==> src/rtl/demux_pkg.sv <==
// Shared definitions for the 1:2 interleaved byte demultiplexer.
package demux_pkg;

    // Default lane width and idle-flush configuration.
    localparam int DEF_WIDTH        = 8;
    localparam int DEF_FLUSH_CYCLES = 4;
    localparam int DEF_CNT_W        = 3;

    // Lane-phase state: EMPTY waits for a lane 0 byte, HALF holds one.
    typedef enum logic {
        ST_EMPTY = 1'b0,
        ST_HALF  = 1'b1
    } demux_state_e;

endpackage : demux_pkg

==> src/rtl/demux_idle_cnt.sv <==
// Saturating idle counter with clear/enable and a terminal-count flag.
// o_tc is high while the counter sits one step below FLUSH_CYCLES, so an
// enabled increment in that cycle is the one that "reaches" the threshold.
module demux_idle_cnt #(
    parameter int CNT_W        = 3,
    parameter int FLUSH_CYCLES = 4
) (
    input  logic clk,
    input  logic reset,
    input  logic i_clr,
    input  logic i_en,
    output logic o_tc
);

    localparam int               TC_I     = (FLUSH_CYCLES > 0) ? (FLUSH_CYCLES - 1) : 0;
    localparam logic [CNT_W-1:0] TC_VAL   = TC_I[CNT_W-1:0];
    localparam logic [CNT_W-1:0] CNT_MAX  = {CNT_W{1'b1}};
    localparam logic             FLUSH_EN = (FLUSH_CYCLES > 0);

    logic [CNT_W-1:0] r_cnt;
    logic [CNT_W-1:0] w_cnt_nxt;

    // Next count: clear has priority; increment saturates instead of wrapping.
    always_comb begin
        w_cnt_nxt = r_cnt;
        if (i_clr) begin
            w_cnt_nxt = {CNT_W{1'b0}};
        end else if (i_en && (r_cnt != CNT_MAX)) begin
            w_cnt_nxt = r_cnt + CNT_W'(1);
        end else begin
            w_cnt_nxt = r_cnt;
        end
    end

    // Counter register.
    always_ff @(posedge clk or negedge reset) begin
        if (!reset) begin
            r_cnt <= {CNT_W{1'b0}};
        end else begin
            r_cnt <= w_cnt_nxt;
        end
    end

    assign o_tc = FLUSH_EN & (r_cnt == TC_VAL);

endmodule : demux_idle_cnt

==> src/rtl/demux_1x2_conductual.sv <==
// 1:2 demultiplexer: splits an interleaved lane0/lane1 byte stream back into
// two parallel lanes and presents each completed pair together. A lone lane 0
// byte is flushed out after an idle gap so the lane phase realigns.
module demux_1x2_conductual
    import demux_pkg::*;
#(
    parameter int WIDTH        = DEF_WIDTH,
    parameter int FLUSH_CYCLES = DEF_FLUSH_CYCLES,
    parameter int CNT_W        = DEF_CNT_W
) (
    input  logic             clk,
    input  logic             reset,
    input  logic [WIDTH-1:0] data_in,
    input  logic             valid_in,
    output logic [WIDTH-1:0] data_out_0,
    output logic             valid_out_0,
    output logic [WIDTH-1:0] data_out_1,
    output logic             valid_out_1,
    output logic             lane_sel,
    output logic             flush_evt
);

    demux_state_e     r_state;
    demux_state_e     w_state_nxt;
    logic [WIDTH-1:0] r_hold_0;
    logic [WIDTH-1:0] w_hold_nxt;
    logic [WIDTH-1:0] r_data_0;
    logic [WIDTH-1:0] w_data_0_nxt;
    logic [WIDTH-1:0] r_data_1;
    logic [WIDTH-1:0] w_data_1_nxt;
    logic             r_valid_0;
    logic             w_valid_0_nxt;
    logic             r_valid_1;
    logic             w_valid_1_nxt;
    logic             r_flush;
    logic             w_flush_nxt;
    logic             w_cnt_clr;
    logic             w_cnt_en;
    logic             w_tc;

    // Idle gap tracking; only counts while a half pair is pending.
    demux_idle_cnt #(
        .CNT_W        (CNT_W),
        .FLUSH_CYCLES (FLUSH_CYCLES)
    ) u_idle_cnt (
        .clk   (clk),
        .reset (reset),
        .i_clr (w_cnt_clr),
        .i_en  (w_cnt_en),
        .o_tc  (w_tc)
    );

    // Next-state and next-output decode; data_in is only looked at when valid.
    always_comb begin
        w_state_nxt   = r_state;
        w_hold_nxt    = r_hold_0;
        w_data_0_nxt  = r_data_0;
        w_data_1_nxt  = r_data_1;
        w_valid_0_nxt = 1'b0;
        w_valid_1_nxt = 1'b0;
        w_flush_nxt   = 1'b0;
        w_cnt_clr     = 1'b1;
        w_cnt_en      = 1'b0;
        case (r_state)
            ST_EMPTY: begin
                if (valid_in) begin
                    w_hold_nxt  = data_in;
                    w_state_nxt = ST_HALF;
                end else begin
                    w_state_nxt = ST_EMPTY;
                end
            end
            ST_HALF: begin
                if (valid_in) begin
                    // Pair complete: a late lane 1 byte beats a pending flush.
                    w_data_0_nxt  = r_hold_0;
                    w_data_1_nxt  = data_in;
                    w_valid_0_nxt = 1'b1;
                    w_valid_1_nxt = 1'b1;
                    w_state_nxt   = ST_EMPTY;
                end else if (w_tc) begin
                    // Idle gap expired: push out the orphan and realign.
                    w_data_0_nxt  = r_hold_0;
                    w_valid_0_nxt = 1'b1;
                    w_flush_nxt   = 1'b1;
                    w_state_nxt   = ST_EMPTY;
                end else begin
                    w_cnt_clr = 1'b0;
                    w_cnt_en  = 1'b1;
                end
            end
            default: begin
                w_state_nxt = ST_EMPTY;
            end
        endcase
    end

    // State, hold and output registers; reset discards any half pair.
    always_ff @(posedge clk or negedge reset) begin
        if (!reset) begin
            r_state   <= ST_EMPTY;
            r_hold_0  <= {WIDTH{1'b0}};
            r_data_0  <= {WIDTH{1'b0}};
            r_data_1  <= {WIDTH{1'b0}};
            r_valid_0 <= 1'b0;
            r_valid_1 <= 1'b0;
            r_flush   <= 1'b0;
        end else begin
            r_state   <= w_state_nxt;
            r_hold_0  <= w_hold_nxt;
            r_data_0  <= w_data_0_nxt;
            r_data_1  <= w_data_1_nxt;
            r_valid_0 <= w_valid_0_nxt;
            r_valid_1 <= w_valid_1_nxt;
            r_flush   <= w_flush_nxt;
        end
    end

    assign data_out_0  = r_data_0;
    assign data_out_1  = r_data_1;
    assign valid_out_0 = r_valid_0;
    assign valid_out_1 = r_valid_1;
    assign flush_evt   = r_flush;
    assign lane_sel    = (r_state == ST_HALF);

endmodule : demux_1x2_conductual

==> config.mk <==
export PLATFORM = sky130hd
export DESIGN_NAME = demux_1x2_conductual
export DESIGN_NICKNAME = d
export VERILOG_FILES = /design/src/rtl/demux_pkg.sv /design/src/rtl/demux_idle_cnt.sv /design/src/rtl/demux_1x2_conductual.sv
export SDC_FILE = /design/constraint.sdc
export NUM_CORES = 1
export LEC_CHECK = 0
export ABC_AREA = 1
export BUFFER_PORTS_ARGS = -buffer_cell sky130_fd_sc_hd__buf_2
export CAP_MARGIN = 40
export CORE_MARGIN = 10
export CORE_UTILIZATION = 44
export CTS_BUF_LIST = sky130_fd_sc_hd__clkbuf_8
export DETAILED_ROUTE_END_ITERATION = 6
export PLACE_DENSITY = 0.68
export SYNTH_ARGS = -nofsm -noshare
export SYNTH_HDL_FRONTEND = slang
export SYNTH_SLANG_ARGS = --single-unit
export TNS_END_PERCENT = 1
==> constraint.sdc <==
create_clock -name clk -period 1.5 [get_ports clk]
set_clock_uncertainty 0.15 [all_clocks]
set_input_delay 0.225 -clock clk [delete_from_list [all_inputs] [get_ports clk]]
set_output_delay 0.225 -clock clk [all_outputs]
set_load 0.01 [all_outputs]
==> summary.txt, run 1 <==
Period Utilization, post-route - 95.5%
layout cells sized above 1 - 38.0%
Synth Register Bits - 31
clk_lat worst skew - 280 ps
via count - 916
clk sink count - 31
CTS max path bufs - 2
Pint - 1.65 mW
Worst VDD drop - 1170 uV
Rows - 19
router iterations before antenna repair - 4
Clk network pwr share - 29.8%
CTS tree - built
worst-margin pin slew - 381 ps
Final HPWL DP - 2.01 mm
RSZ-0062 raised after global routing - false
CP Max Fanout - 8
slowest stage delay, CP - 400 ps
GRT overflow - 0
r2r endpoint - data_out_0[0]$_DFFE_PN0P_
CP endpoint - data_out_0[0]$_DFFE_PN0P_
CTS Buf Count - 5
most frequent cells in the layout - nand2_1, dfrtp_1, buf_2, inv_1, o21ai_2
Rel. slew slack - 74.5%
GP Congestion - 0.686
initial antenna violation count - 0
Avg WL per Cell - 13.9 um
Worst-path clk slew - 60 ps
syn nets - 138
CP endpoint kind - flop
initial core utilization - 46.1%
vias per cell - 4.72
largest area contributor in the netlist - dfrtp_1
GRT Total Usage - 10.4%
Cell Chain, Critical Path - ha_1 -> ha_2 -> inv_2 -> nand2_4 -> nand3_1 -> nand2_1
Seq/Total Area, Yosys - 61.0%
MaxCap Viol Count - 0
Critical Path RT - 1520 ps
Yosys cell types - 14
r2r worst-path depth - 6
Achievable Freq - 698 MHz
static leakage - 0.885 nW
Hold/Removal Path Class - in -> reg
outcome - finished, final reports clean
CP Launch Type - flop
Core Footprint - 0.00276 mm2
dominant cells by area after synthesis - dfrtp_1, nand2_1, o21ai_2
post-synth top area share - 61.0%
post-layout util - 57.7%
Sequential Power Share - 47.3%
P_sw - 0.715 mW
Chip Width - 73.8 um
FF-to-FF Start - u_idle_cnt.r_cnt[0]$_DFFE_PN0P_
io pins - 31
Worst Path Arrival - 1460 ps
final setup fails - 0
H-tree depth - 2
WS Path Type - reg -> reg
Die ar. - 0.00544 mm2
Power Density - 1480 mW/mm2
fill count - 234
final hold viol count - 0
flop2flop setup slack - 70 ps
post-synthesis cell count - 124
Die Y - 73.8 um
commonest non-fill, non-tap cell in the layout - nand2_1
first-pass GRT wire length - 4.35 mm
Post-Route WL - 2.70 mm
part of the power in combinational logic - 22.9%
Synth Warn # - 0
syn_area_per_cell - 10.3 um2
clock root buffer - clkbuf_8
# Post-CTS Setup Buffers - 0
Final Critical Period - 1430 ps
vias in the first global route - 1,026
sw frac - 30.3%
area grow syn2layout - 25.1%
hold slack - 57.7 ps
initial drt markers - 40
DRC - 0
Setup crit start - u_idle_cnt.r_cnt[0]$_DFFE_PN0P_
setup_tns - 0 ps
Syn Std Cell Area - 0.00127 mm2
Max stage delay cell, worst path - dfrtp_1
Max Slew Vio Count - 0
PortBufs - 30
largest net degree at the start of global routing - 32
Nets - 176
post-route ant nets - 0
Ant. Diodes - 0
[how the worst min path moves through the flow]
stage	slack (ps)	start	cells after the start	to
final	60	data_in[6]	3	data_out_1[6]$_DFFE_PN0P_
after global routing	80	data_in[6]	3	data_out_1[6]$_DFFE_PN0P_
after CTS	60	data_in[6]	3	data_out_1[6]$_DFFE_PN0P_
after detailed placement	110	reset	2	flush_evt$_DFF_PN0_
after global placement	100	reset	2	flush_evt$_DFF_PN0_
after floorplan	-220	reset	0	data_out_0[0]$_DFFE_PN0P_
[synthesized netlist by cell type, drive strengths merged]
cell,number
a21oi,2
nand2,40
xor2,1
ha,3
nor2,1
inv,16
nor3,1
dfrtp,31
nand3,9
buf,3
o21ai,17
[flip-flops by register name, summed over array words and instances, names as in the netlist]
name	count
data_out_0	8
data_out_1	8
flush_evt	1
lane_sel	1
r_hold_0	8
u_idle_cnt.r_cnt	3
valid_out_0	1
valid_out_1	1
[power groups by stage]
stage / Sequential (mW) / Combinational [mW] / Clock (mW)
3_5_place_dp: 1.13 / 0.540 / 0
6_report: 1.12 / 0.540 / 0.704
4_1_cts: 1.12 / 0.548 / 0.719
5_1_grt: 1.14 / 0.612 / 0.754
3_3_place_gp: 1.12 / 0.516 / 0
2_1_floorplan: 1.18 / 0.254 / 0
[area by class of cell]
cell class | instances | area [um2] | area share [%]
well taps | 31 | 38.8 | 2.44
multi-input cells | 75 | 442 | 27.8
flip-flops and latches | 31 | 776 | 48.7
repair buffers | 33 | 175 | 11.0
clock inverters | 1 | 3.75 | 0.236
inverters | 16 | 60.1 | 3.77
clock buffers | 7 | 96.3 | 6.05
[per-layer routing]
metal | wire, um | up-vias | global-route usage (%)
li1 | - | 466 | -
met1 | 1200 | 417 | 11.3
met2 | 1220 | 29 | 16.0
met3 | 248 | 4 | 6.46
met4 | 19 | 0 | 3.73
met5 | 0 | - | 0
[logic make-up (layout without fill, tap and decap cells)]
kind of cell    count (synthesis)  after routing  synth area share, %
fa+ha+maj                       3              3                 2.95
compound gates                 19             20                 11.9
buf+inv                        19             57                 7.08
simple gates                   51             51                 16.4
flops                          31             31                 61.0
xor+xnor                        1              1                0.688
[per-stage QoR]
step | cell area [um2] | instances | power (mW) | setup slack [ps]
after global routing | 1590 | 194 | 2.51 | 0.922
after floorplan | 1270 | 124 | 1.44 | 105
final | 1590 | 194 | 2.36 | 67.5
after detailed placement | 1450 | 184 | 1.67 | -27.5
after CTS | 1570 | 193 | 2.38 | -10.9
after global placement | 1450 | 184 | 1.63 | 23.7
[what timing repair did]
| item | in CTS | in global routing |
|---|---|---|
| hold endpoints to repair | 31 | 0 |
| resized for setup | 2 | 5 |
| cloned | 0 | 1 |
| pin swaps | 0 | 1 |
| hold buffers | 1 | 0 |
| endpoints found under the setup margin | 8 | 13 |
[critical path: cells and delay by family, from the launching register on]
kind	cells	cell delay, ps
fa+ha+maj	2	450
flops	1	400
simple gates	3	230
buf+inv	1	100
(Power assumes the default switching activity.)
==> inputs of run 2 (changes only) <==
Settings changed: CORE_ASPECT_RATIO from default to 0.75, CORE_UTILIZATION 44 to 35, PLACE_DENSITY 0.68 to default.
==> run 2 against run 1 <==
Net effect:
- routed wire length grew 0.74%
- count of clock-buffer cells in the layout decreased by 1
- sequential power barely moved
==> summary.txt, run 2 (same netlist as run 1, synthesis figures left out) <==
Rows - 18 (-1)
met2 wire length - 1.05 mm (-14%)
clk sink count - 31 (unchanged)
Final Critical Period - 1400 ps (-36.5 ps)
largest net degree at the start of global routing - 32 (unchanged)
pre-CTS setup slack - -29.0 ps (-1.45 ps)
CTS Buf Count - 5 (unchanged)
first-pass GRT wire length - 4.49 mm (+3.2%)
PortBufs - 30 (unchanged)
WS Path Type - reg -> reg
post-route ant nets - 0 (unchanged)
static leakage - 0.889 nW (+0.37%)
Hold/Removal Path Class - in -> reg
Die ar. - 0.00647 mm2 (+19%)
Core Footprint - 0.00340 mm2 (+23%)
commonest non-fill, non-tap cell in the layout - nand2_1
worst setup slack after layout - 104 ps (+36.5 ps)
cell area after layout - 0.00162 mm2 (+1.7%)
H-tree depth - 2 (unchanged)
DRC - 0 (unchanged)
MaxCap Viol Count - 0 (unchanged)
r2r worst-path depth - 6 (unchanged)
Chip Width - 89.6 um (+21%)
CP Max Fanout - 8 (unchanged)
area grow syn2layout - 27.1%
Die Y - 72.2 um (-2.1%)
GP Congestion - 0.734 (+7.0%)
initial antenna violation count - 0 (unchanged)
io pins - 31 (unchanged)
FF-to-FF Start - u_idle_cnt.r_cnt[0]$_DFFE_PN0P_
vias per cell - 4.24 (-10%)
Ant. Diodes - 0 (unchanged)
Period Utilization, post-route - 93.1% (-2.4 points)
clk_lat worst skew - 280 ps (about the same)
hold slack - 63.5 ps (+5.73 ps)
Rel. slew slack - 73.9% (-0.64 points)
Power Density - 1430 mW/mm2 (-3.5%)
final hold viol count - 0 (unchanged)
Worst VDD drop - 663 uV (-44%)
CTS max path bufs - 2 (unchanged)
Avg WL per Cell - 12.7 um (-8.7%)
Final HPWL DP - 2.03 mm (+0.77%)
metal3 WL - 288 um (+16%)
met1 WL - 1.34 mm (+11%)
final setup fails - 0 (unchanged)
most frequent cells in the layout - nand2_1, dfrtp_1, buf_2, inv_1, o21ai_2
flop2flop setup slack - 100 ps (+40 ps)
CP Launch Type - flop
GRT Total Usage - 9.23% (-1.1 points)
Hold Path Depth - 3 (unchanged)
outcome - finished, final reports clean
vias in the first global route - 963 (-6.1%)
Nets - 178 (+1.1%)
layout cells sized above 1 - 39.0% (+0.99 points)
initial core utilization - 37.4% (-8.7 points)
Design Power - 2.32 mW (-1.9%)
router iterations before antenna repair - 4 (unchanged)
Worst Path Arrival - 1420 ps (-40 ps)
hold wc startpoint - data_in[6]
max layer used - met4
clock root buffer - clkbuf_8
Achievable Freq - 716 MHz (+2.6%)
Placed Instance Area - 0.00148 mm2 (+2.2%)
r2r endpoint - data_out_0[3]$_DFFE_PN0P_
via count - 907 (-0.98%)
initial drt markers - 46 (+15%)
RSZ-0062 raised after global routing - false
setup_tns - 0 ps (unchanged)
Max Slew Vio Count - 0 (unchanged)
Critical Path RT - 1520 ps (about the same)
CTS tree - built
Hold EP - data_out_1[6]$_DFFE_PN0P_
Worst-path clk slew - 60 ps (about the same)
GRT overflow - 0 (unchanged)
CP endpoint kind - flop
Post-Route WL - 2.72 mm (+0.74%)
worst-margin pin slew - 390 ps (+9.61 ps)
[run 2: where the power goes]
group          total, mW  switching [mW]  internal (mW)
clock              0.652           0.293          0.359
sequential          1.12           0.100           1.02
combinational      0.546           0.318          0.228
total               2.32           0.711           1.60
[run 2: area by class of cell]
class                      count  area (um2)
inverter                      16        60.1
timing repair buffer          36         205
tap                           50        62.6
fill                         345        1780
multi-input combinational     74         427
clock buffer                   6        82.6
clock inverter                 1        5.00
sequential                    31         776
[run 2: per-stage QoR]
stage	cells	utilization, %
after detailed placement	204	43.5
after floorplan	124	-
after global placement	204	43.5
after global routing	214	47.6
after CTS	212	46.4
final	214	47.6
[run 2: what timing repair did]
| item | 4_1_cts | 5_1_grt |
|---|---|---|
| endpoints found under the setup margin | 8 | 13 |
| hold buffers | 1 | 0 |
| cloned | 0 | 1 |
| pin swaps | 0 | 1 |
| resized for setup | 1 | 7 |
| hold endpoints to repair | 31 | 0 |
| buffers inserted | 0 | 1 |
[run 2: routing by layer]
| metal | GRT usage, % | vias up |
|---|---|---|
| met1 | 11.7 | 404 |
| li1 | - | 467 |
| met2 | 12.1 | 30 |
| met5 | 0 | - |
| met3 | 5.69 | 6 |
| met4 | 3.70 | 0 |
[run 2: worst max-delay path by stage]
stage,start,end,slack [ps],cells past startpoint
6_report,u_idle_cnt.r_cnt[0]$_DFFE_PN0P_,data_out_0[3]$_DFFE_PN0P_,100,6
5_1_grt,u_idle_cnt.r_cnt[0]$_DFFE_PN0P_,data_out_0[3]$_DFFE_PN0P_,20,6
4_1_cts,u_idle_cnt.r_cnt[0]$_DFFE_PN0P_,data_out_0[3]$_DFFE_PN0P_,20,6
3_5_place_dp,u_idle_cnt.r_cnt[0]$_DFFE_PN0P_,data_out_0[3]$_DFFE_PN0P_,-30,6
3_3_place_gp,u_idle_cnt.r_cnt[0]$_DFFE_PN0P_,data_out_0[2]$_DFFE_PN0P_,40,6
2_1_floorplan,u_idle_cnt.r_cnt[0]$_DFFE_PN0P_,data_out_0[0]$_DFFE_PN0P_,110,6
[run 2: worst max-delay path, cell delays in order (launching register included)]
cell and delay (ps):
dfrtp_1 390, ha_2 200, ha_2 200, inv_2 80
nand2_2 100, nand3_1 100, nand2_1 60
==> inputs of run 3 (changes only) <==
Settings changed: CORE_MARGIN 10 to 2, SYNTH_HIERARCHICAL from default to 1.
==> run 3 against run 2 <==
Net effect:
- the run now ends with setup timing left
- flip-flop and latch count stayed put
- clock power increased by 29%
- highest routed layer is now met3
- synthesized cell count increased by 5.6%
- utilization fell by 0.68 points
- power up 7.0%
- critical path depth rose by 3
- hold slack better by 14 ps
- sequential power barely moved
- count of clock-buffer cells in the layout stayed put
- largest cell class unchanged
- area after synthesis grew 4.6%
- worst setup slack got worse by 160 ps
==> summary.txt, run 3 <==
Period Utilization, post-route - 103% (+10 points)
EDFF count, synth - 0 (unchanged)
H-tree depth - 2 (unchanged)
Power Density - 1440 mW/mm2 (+0.80%)
Post-Route WL - 2.63 mm (-3.0%)
Avg WL per Cell - 11.8 um (-7.3%)
initial drt markers - 25 (-46%)
worst-margin pin slew - 389 ps (-0.761 ps)
layout cells sized above 1 - 44.2% (+5.2 points)
Die Y - 57.4 um (-21%)
non-filler cells in the finished layout - 224 (+4.7%)
pre-CTS setup slack - -100 ps (-71.1 ps)
list of most frequent post-synthesis cells - nand2_1, dfrtp_1, inv_1, o21ai_2, nand3_1
final hold viol count - 0 (unchanged)
Rel. slew slack - 74.0% (+0.14 points)
Async SR Flop Fraction - 100% (unchanged)
clock root buffer - clkbuf_8
outcome - complete, but fails checks
via count - 967 (+6.6%)
part of the power in combinational logic - 21.6% (-2.0 points)
worst path buffer plus inverter count - 2 (+1)
prevailing post-synth register cell - dfrtp_1
P_sw - 0.715 mW (+0.65%)
most frequent cells in the layout - nand2_1, dfrtp_1, buf_2, o21ai_2, inv_1
vias in the first global route - 972 (+0.93%)
Die ar. - 0.00432 mm2 (-33%)
largest net degree at the start of global routing - 32 (unchanged)
FF-to-FF Start - u_idle_cnt/r_cnt[0]$_DFFE_PN0P_
GRT overflow - 0 (unchanged)
area of the multi-input gates - 482 um2 (+13%)
GP Congestion - 0.714 (-2.8%)
Clk network pwr share - 34.0% (+5.9 points)
post-layout util - 46.9% (-0.68 points)
Syn Std Cell Area - 0.00133 mm2 (+4.6%)
clk_lat worst skew - 280 ps (about the same)
slowest stage delay, CP - 400 ps (about the same)
router iterations before antenna repair - 6 (+2)
post-synth top area share - 58.3% (-2.7 points)
cell repeated most along the worst path - nor2_4
Max stage delay cell, worst path - dfrtp_1
Worst Path Arrival - 1620 ps (+200 ps)
Worst VDD drop - 695 uV (+4.9%)
critical path's top delay family - simple AND/OR/NAND/NOR gates
worst setup slack after layout - -52.5 ps (-157 ps)
CTS max path bufs - 2 (unchanged)
Rows - 19 (+1)
register area - 776 um2 (unchanged)
MaxCap Viol Count - 0 (unchanged)
Ant. Diodes - 0 (unchanged)
hold wc startpoint - data_in[4]
Seq/Total Area, Yosys - 58.3% (-2.7 points)
clk sink count - 31 (unchanged)
syn nets - 145 (+5.1%)
area grow syn2layout - 28.9%
post-route ant nets - 0 (unchanged)
first-pass GRT wire length - 4.43 mm (-1.2%)
sw frac - 28.9% (-1.8 points)
final setup fails - 3 (+3)
failing checks - setup timing
commonest non-fill, non-tap cell in the layout - nand2_1
Critical Path RT - 1560 ps (+40 ps)
CP endpoint kind - flop
Synth Warn # - 6 (+6)
Setup crit start - u_idle_cnt/r_cnt[0]$_DFFE_PN0P_
RSZ-0062 raised after global routing - true
fill count - 366 (+6.1%)
initial core utilization - 36.4% (-1.1 points)
PortBufs - 30 (unchanged)
Chip Width - 75.2 um (-16%)
Yosys cell types - 15 (+1)
static leakage - 0.944 nW (+6.2%)
post-synthesis cell count - 131 (+5.6%)
largest area contributor in the netlist - dfrtp_1
io pins - 31 (unchanged)
initial antenna violation count - 0 (unchanged)
Core Footprint - 0.00366 mm2 (+7.7%)
CP Max Fanout - 3 (-5)
Placed Instance Area - 0.00156 mm2 (+5.7%)
dominant cells by area after synthesis - dfrtp_1, o21ai_2, nand2_1
GRT Total Usage - 13.8% (+4.5 points)
Final HPWL DP - 1.95 mm (-3.7%)
vias per cell - 4.32 (+1.9%)
Max Slew Vio Count - 0 (unchanged)
count leader, synth - nand2_1
Sequential Power Share - 44.4% (-3.9 points)
cell area after layout - 0.00172 mm2 (+6.1%)
Nets - 185 (+3.9%)
Cell Chain, Critical Path - ha_2 -> ha_4 -> inv_4 -> nand2_4 -> nor2_4 -> inv_2 -> nor2_4 -> nand3_1 -> nand2_1
Synth Register Bits - 31 (unchanged)
Worst-path clk slew - 70 ps (about the same)
WS Path Type - reg -> reg
Hold/Removal Path Class - in -> reg
syn_area_per_cell - 10.2 um2 (-0.97%)
Pint - 1.76 mW (+9.8%)
Achievable Freq - 644 MHz (-10%)
CTS tree - built
placed cell count - 214 (+4.9%)
CP Launch Type - flop
DRC - 0 (unchanged)
Design Power - 2.48 mW (+7.0%)
Final Critical Period - 1550 ps (+157 ps)
CTS Buf Count - 5 (unchanged)
-- run 3: cell count changes after synthesis, sizes merged --
cell and change:
a21oi -2, clkinv +1, inv +3, nand3 +5
nor2 +1, xor2 -1
-- run 3: timing repair --
item | in CTS | in global routing
hold endpoints to repair | 31 | 0
pin swaps | 1 | 1
gates cloned | 0 | 0
buffers inserted | 1 | 0
hold buffers | 1 | 0
resized for setup | 5 | 1
endpoints found under the setup margin | 7 | 12
-- run 3: cells by family (layout without fill, tap and decap cells) --
kind of cell | count (synthesis) | count (layout) | share of synthesized area (%)
and+or+nand+nor | 57 | 57 | 19.9
DFF | 31 | 31 | 58.3
buffers and inverters | 23 | 64 | 7.80
AOI/OAI and AO/OA | 17 | 17 | 11.2
adders and majority gates | 3 | 3 | 2.82
-- run 3: worst reg2reg max path, stage by stage (launching register included) --
cell and delay (ps):
dfrtp_1 400, ha_2 220, ha_4 180, inv_4 60
nand2_4 50, nor2_4 120, inv_2 60, nor2_4 110
nand3_1 80, nand2_1 80
-- run 3: worst paths after layout --
check	cells after the start	end	slack (ps)
max	9	u_idle_cnt/r_cnt[2]$_DFFE_PN0P_	-50
min	3	r_hold_0[4]$_DFFE_PN0P_	80
max reg2reg	9	u_idle_cnt/r_cnt[2]$_DFFE_PN0P_	-50
min reg2reg	2	data_out_0[4]$_DFFE_PN0P_	320
max in group asynchronous	3	r_hold_0[7]$_DFFE_PN0P_	570
min in group asynchronous	3	flush_evt$_DFF_PN0_	350
-- run 3: cell type report --
class / instances / share of cell area (%)
sequential: 31 / 45.2
multi-input combinational: 77 / 28.1
timing repair buffer: 36 / 11.5
clock buffer: 6 / 4.81
inverter: 20 / 4.59
tap: 52 / 3.79
clock inverter: 2 / 2.04
-- run 3: routing by layer --
layer,wire (um),vias up,track usage (%)
li1,-,492,-
met1,1370,440,19.5
met2,1090,35,20.2
met3,166,0,4.77
met4,0,0,3.76
met5,0,-,0
-- run 3: through the flow --
step / hold WS (ps) / TNS, ps
2_1_floorplan: -221 / 0
3_3_place_gp: 109 / 0
3_5_place_dp: 115 / -271
4_1_cts: 74.9 / -93.5
5_1_grt: 84.3 / -1040
6_report: 77.2 / -121
-- run 3: power by group through the flow --
stage                     clock network (mW)  registers [mW]  logic [mW]
after floorplan                            0            1.16       0.270
after global placement                     0            1.11       0.525
after detailed placement                   0            1.11       0.540
after CTS                              0.869            1.10       0.543
after global routing                   0.904            1.13       0.598
final                                  0.842            1.10       0.534
